File: config.mk
export PLATFORM = sky130hd
export DESIGN_NAME = fetch_unit
export DESIGN_NICKNAME = d
export VERILOG_FILES = /design/src/rtl/cpu_pkg.sv /design/src/rtl/next_pc_calc.sv /design/src/rtl/fetch_unit.sv
export SDC_FILE = /design/constraint.sdc
export NUM_CORES = 1
export LEC_CHECK = 0
export ABC_CLOCK_PERIOD_IN_PS = 9850
export CORE_ASPECT_RATIO = 1.5
export CORE_MARGIN = 1
export CORE_UTILIZATION = 39
export DETAILED_ROUTE_END_ITERATION = 10
export PLACE_DENSITY_LB_ADDON = 0.3
export SETUP_SLACK_MARGIN = 0.1
export SLEW_MARGIN = 15
export SYNTH_ARGS = -nofsm -noshare
export SYNTH_HDL_FRONTEND = slang
export SYNTH_HIERARCHICAL = 1
export SYNTH_SLANG_ARGS = --single-unit
File: constraint.sdc
create_clock -name clk -period 9.85 [get_ports clk]
set_input_delay 1.97 -clock clk [delete_from_list [all_inputs] [get_ports clk]]
set_output_delay 1.97 -clock clk [all_outputs]
set_load 0.005 [all_outputs]
File: src/rtl/cpu_pkg.sv
// Shared CPU definitions: next-PC select encodings, fetch FSM states and width constants.
// Imported by the fetch stage and the decoder so both agree on pc_control encodings.
package cpu_pkg;

  localparam int INSTR_W = 32;
  localparam int ADDR_W  = 32;

  localparam logic [ADDR_W-1:0] RESET_PC_DEFAULT = 32'h0000_0000;

  // next-PC select driven by the decoder; 3'b101..3'b111 are reserved and behave as PC_SEQ
  localparam logic [2:0] PC_SEQ = 3'b000;
  localparam logic [2:0] PC_BEQ = 3'b001;
  localparam logic [2:0] PC_BNE = 3'b010;
  localparam logic [2:0] PC_J   = 3'b011;
  localparam logic [2:0] PC_JR  = 3'b100;

  typedef enum logic {
    FETCH = 1'b0,
    ISSUE = 1'b1
  } fetch_state_t;

  // Sign-extended word offset converted to a byte offset.
  function automatic logic [ADDR_W-1:0] branch_byte_offset(input logic [15:0] imm);
    return {{14{imm[15]}}, imm, 2'b00};
  endfunction

endpackage

File: src/rtl/next_pc_calc.sv
// Combinational next-PC selection for the fetch stage: sequential, conditional branches,
// J-type absolute jumps and register-indirect jumps. All adds wrap modulo 2^32.
module next_pc_calc
  import cpu_pkg::*;
(
  input  logic [31:0] pc,
  input  logic [2:0]  pc_control,
  input  logic        alu_zero,
  input  logic [15:0] branch_imm,
  input  logic [25:0] jump_addr,
  input  logic [31:0] jr_target,
  output logic [31:0] next_pc
);

  logic [31:0] pc4;
  logic [31:0] branch_target;
  logic [31:0] jump_target;
  logic [31:0] jr_aligned;
  logic        jr_low_unused;

  assign pc4           = pc + 32'd4;
  assign branch_target = pc4 + branch_byte_offset(branch_imm);
  assign jump_target   = {pc4[31:28], jump_addr, 2'b00};
  // A misaligned register target is forced onto a word boundary rather than trapping.
  assign jr_aligned    = {jr_target[31:2], 2'b00};
  assign jr_low_unused = ^jr_target[1:0];

  always_comb begin
    next_pc = pc4;
    case (pc_control)
      PC_SEQ: next_pc = pc4;
      PC_BEQ: next_pc = alu_zero ? branch_target : pc4;
      PC_BNE: next_pc = alu_zero ? pc4 : branch_target;
      PC_J:   next_pc = jump_target;
      PC_JR:  next_pc = jr_aligned;
      default: next_pc = pc4;
    endcase
  end

endmodule

File: src/rtl/fetch_unit.sv
// Instruction-fetch stage: holds the PC, fetches one word per instruction over req/ack and
// hands it to the decoder over valid/ready; the next PC is taken on the consume cycle.
module fetch_unit
  import cpu_pkg::*;
#(
  parameter logic [31:0] RESET_PC = RESET_PC_DEFAULT
) (
  input  logic               clk,
  input  logic               rst_n,
  output logic               imem_req,
  output logic [31:0]        imem_addr,
  input  logic               imem_ack,
  input  logic [INSTR_W-1:0] imem_rdata,
  output logic [INSTR_W-1:0] instr,
  output logic               instr_valid,
  input  logic               instr_ready,
  output logic [31:0]        pc,
  input  logic [2:0]         pc_control,
  input  logic               alu_zero,
  input  logic [15:0]        branch_imm,
  input  logic [25:0]        jump_addr,
  input  logic [31:0]        jr_target
);

  fetch_state_t       state_reg;
  logic [31:0]        pc_reg;
  logic [INSTR_W-1:0] instr_reg;
  logic               instr_valid_reg;
  logic               imem_req_reg;
  logic [31:0]        pc_next;

  next_pc_calc u_next_pc_calc (
    .pc         (pc_reg),
    .pc_control (pc_control),
    .alu_zero   (alu_zero),
    .branch_imm (branch_imm),
    .jump_addr  (jump_addr),
    .jr_target  (jr_target),
    .next_pc    (pc_next)
  );

  // req stays low for the first cycle after reset so an ack still in flight is not taken.
  always_ff @(posedge clk or negedge rst_n) begin
    if (!rst_n) begin
      state_reg       <= FETCH;
      pc_reg          <= RESET_PC;
      instr_reg       <= '0;
      instr_valid_reg <= 1'b0;
      imem_req_reg    <= 1'b0;
    end else begin
      case (state_reg)
        FETCH: begin
          if (!imem_req_reg) begin
            imem_req_reg <= 1'b1;
          end else if (imem_ack) begin
            instr_reg       <= imem_rdata;
            instr_valid_reg <= 1'b1;
            imem_req_reg    <= 1'b0;
            state_reg       <= ISSUE;
          end
        end
        ISSUE: begin
          if (instr_valid_reg && instr_ready) begin
            pc_reg          <= {pc_next[31:2], 2'b00};
            instr_valid_reg <= 1'b0;
            imem_req_reg    <= 1'b1;
            state_reg       <= FETCH;
          end
        end
        default: begin
          state_reg    <= FETCH;
          imem_req_reg <= 1'b0;
        end
      endcase
    end
  end

  assign imem_req    = imem_req_reg;
  assign imem_addr   = pc_reg;
  assign instr       = instr_reg;
  assign instr_valid = instr_valid_reg;
  assign pc          = pc_reg;

endmodule

==> summary.md <==
| Metric | Value |
|---|---|
| Gr usage total | around 22% |
| Register area | between 1500 and 2000 um^2 |
| Pleak | 3.42 nW |
| Mapped Area | 5830 um^2 |
| Worst setup path class | input pin to flip-flop |
| Die width | around 100 um |
| CP startpoint kind | input pin |
| Max FFs per register | 32 |
| Post-Syn Instances | between 600 and 700 |
| Crit path max fanout | 4 |
| First-pass GRT wire length | 26.5 mm |
| Internal Pwr Total | around 1.4 mW |
| Global Route met3 Usage | ~3.8% |
| CTS HTree Levels | 3 |
| Post-CTS resize count | 0 |
| Post-CTS Setup Bufs | 0 |
| Max clock buf depth | 2 |
| Flop pwr share | 24.2% |
| Num CTS Buffers | 9 |
| Core Rows | between 50 and 60 |
| Share of cells above drive strength 1 | between 10% and 20% |
| Clock period minus worst slack | between 4 and 5 ns |
| Detail Placement HPWL | 13.2 mm |
| Clk Latency, worst-skew pair | 0.32 ns |
| Initial Utilization | between 30% and 40% |
| Required @ worst endpoint | 10.06 ns |
| PwrDens | 287 nW/um^2 |
| Largest net degree at the start of global routing | 66 |
| # IOs | ~210 |
| GRT met2 Usage | around two fifths |
| Root Buffer | clkbuf_16 |
| Die Y | between 150 and 200 um |
| CTS tree | yes |
| Design Power | ~2.3 mW |
| Data arrival, critical path | between 5 and 6 ns |
| Fin. Hold Viols | 0 |
| YS warnings | 6 |
| CTS sink cnt | 65 |
| Final WS setup | approximately 4.9 ns |
| Max VDD drop | 151 uV |
| Antenna diodes | 0 |
| Global routing usage on met1 | 25.4% |
| Via/cell ratio | around 5.5 |
| Setup violations, final | 0 |
| Worst-Margin Slew | roughly 1.1 ns |
| Nets | roughly 920 |
| Area delta synth->final | 37.6% |
| Initial drt markers | ~300 |
| Final Wtd Congestion | just over 0.9 |
| Sw Share | around two fifths |
| Vias | roughly 5300 |
| Congestion Overflow GR | 0 |
| Unrepaired setup endpoints after global routing | no |
| Hold Crit Class | flip-flop to flip-flop |
| Top Usage Layer GRT | met2 |
| Clk pin slew, worst setup/hold paths | roughly 0.060 ns |
| CTS Hold Bufs | 0 |
| Fillers | approximately 1300 |
| Setup TNS | 0 ns |
| Comb power frac | between 60% and 70% |
| Die outline area | 15500 um^2 |
| Status | finished, final reports clean |
| Max-slew violations | 0 |
| P_sw | between 0.8 and 0.9 mW |
| Antenna Violating Nets Remaining | 0 |
| Clock Skew | a little over 0.009 ns |
| CP Capture Type | flip-flop |
| Initial antenna violation count | 0 |
| Max Fclk | about 200 MHz |
| CORE AREA | between 10000 and 15000 um^2 |
| Post-Syn Area per Cell | a little under 10 um^2 |
| # DRC | 0 |
| Fin crit share | 50.4% |
| Routed wire length | approximately 17 mm |
| Max-slew headroom | 30.0% |
| Clock share of power | around 14% |
| MaxCap Viol Count | 0 |
| Routed len/inst | around 18 um |
| IO Port Bufs | 205 |
| Pre-CTS setup slack | 4.55 ns |
| Area of the multi-input gates | 3690 um^2 |
| Number of global-route vias before repair | around 5400 |
| TritonRoute pass-1 iters | 8 |
stage by stage:
stage	hold WS [ns]	std cells	util [%]	cell area (um^2)
2_1_floorplan	0.479	606	-	5840
3_3_place_gp	0.492	952	52.9	7720
3_5_place_dp	0.493	952	52.9	7720
4_1_cts	0.513	968	55.0	8020
5_1_grt	0.528	968	55.0	8020
6_report	0.509	968	55.0	8020
placed cells by master (no fill, tap or decap), types with 24 or more instances in the layout:
master,instances
dfrtp_1,65
xnor2_1,31
a21oi_1,38
mux2_2,34
o21ai_0,30
nand2_1,46
ha_1,35
clkdlybuf4s50_1,204
nor2_1,24
mux2_4,29
critical path, stage by stage:
cell	delay [ns]
clkdlybuf4s50_1	0.46
ha_1	0.20
inv_1	0.07
fa_1	0.41
nand2b_1	0.19
a21oi_1	0.20
o211a_1	0.20
o21ai_1	0.08
o211a_1	0.19
o41a_1	0.41
o221ai_1	0.24
mux2i_1	0.22
o21ai_1	0.07
mux2_2	0.27
layer usage:
| layer | part of all wire, % | routed length [um] |
|---|---|---|
| met5 | 0 | 0 |
| met3 | 5.6 | 958 |
| met1 | 40 | 6890 |
| met4 | 1.9 | 327 |
| met2 | 53 | 9050 |
path summary, 6_finish.rpt:
check                               from             to  slack (ns)  cells past startpoint
setup / recovery           branch_imm[0]  imem_addr[30]        4.89                     14
hold / removal                 instr[14]      instr[14]        0.51                      1
setup reg to reg            imem_addr[2]  imem_addr[30]        5.36                     17
hold reg to reg                instr[14]      instr[14]        0.51                      1
max in group asynchronous          rst_n  imem_addr[16]        7.44                      2
min in group asynchronous          rst_n      instr[14]        1.83                      2
power groups by stage:
stage / Combinational, mW / Sequential (mW) / Clock, mW
2_1_floorplan: 0.921 / 0.534 / 0
3_3_place_gp: 1.39 / 0.551 / 0
3_5_place_dp: 1.41 / 0.557 / 0
4_1_cts: 1.42 / 0.558 / 0.335
5_1_grt: 1.54 / 0.580 / 0.347
6_report: 1.42 / 0.557 / 0.328
final cells by class:
cell class                      instances  share of cell area (%)
Multi-Input combinational cell        463                    46.1
Timing Repair Buffer                  210                    26.0
Clock buffer                            9                    2.81
Clock inverter                          7                   0.983
Sequential cell                        65                    20.3
Inverter                               18                   0.842
Tap cell                              196                    3.06
No activity file was read; power rests on OpenSTA's default activity.
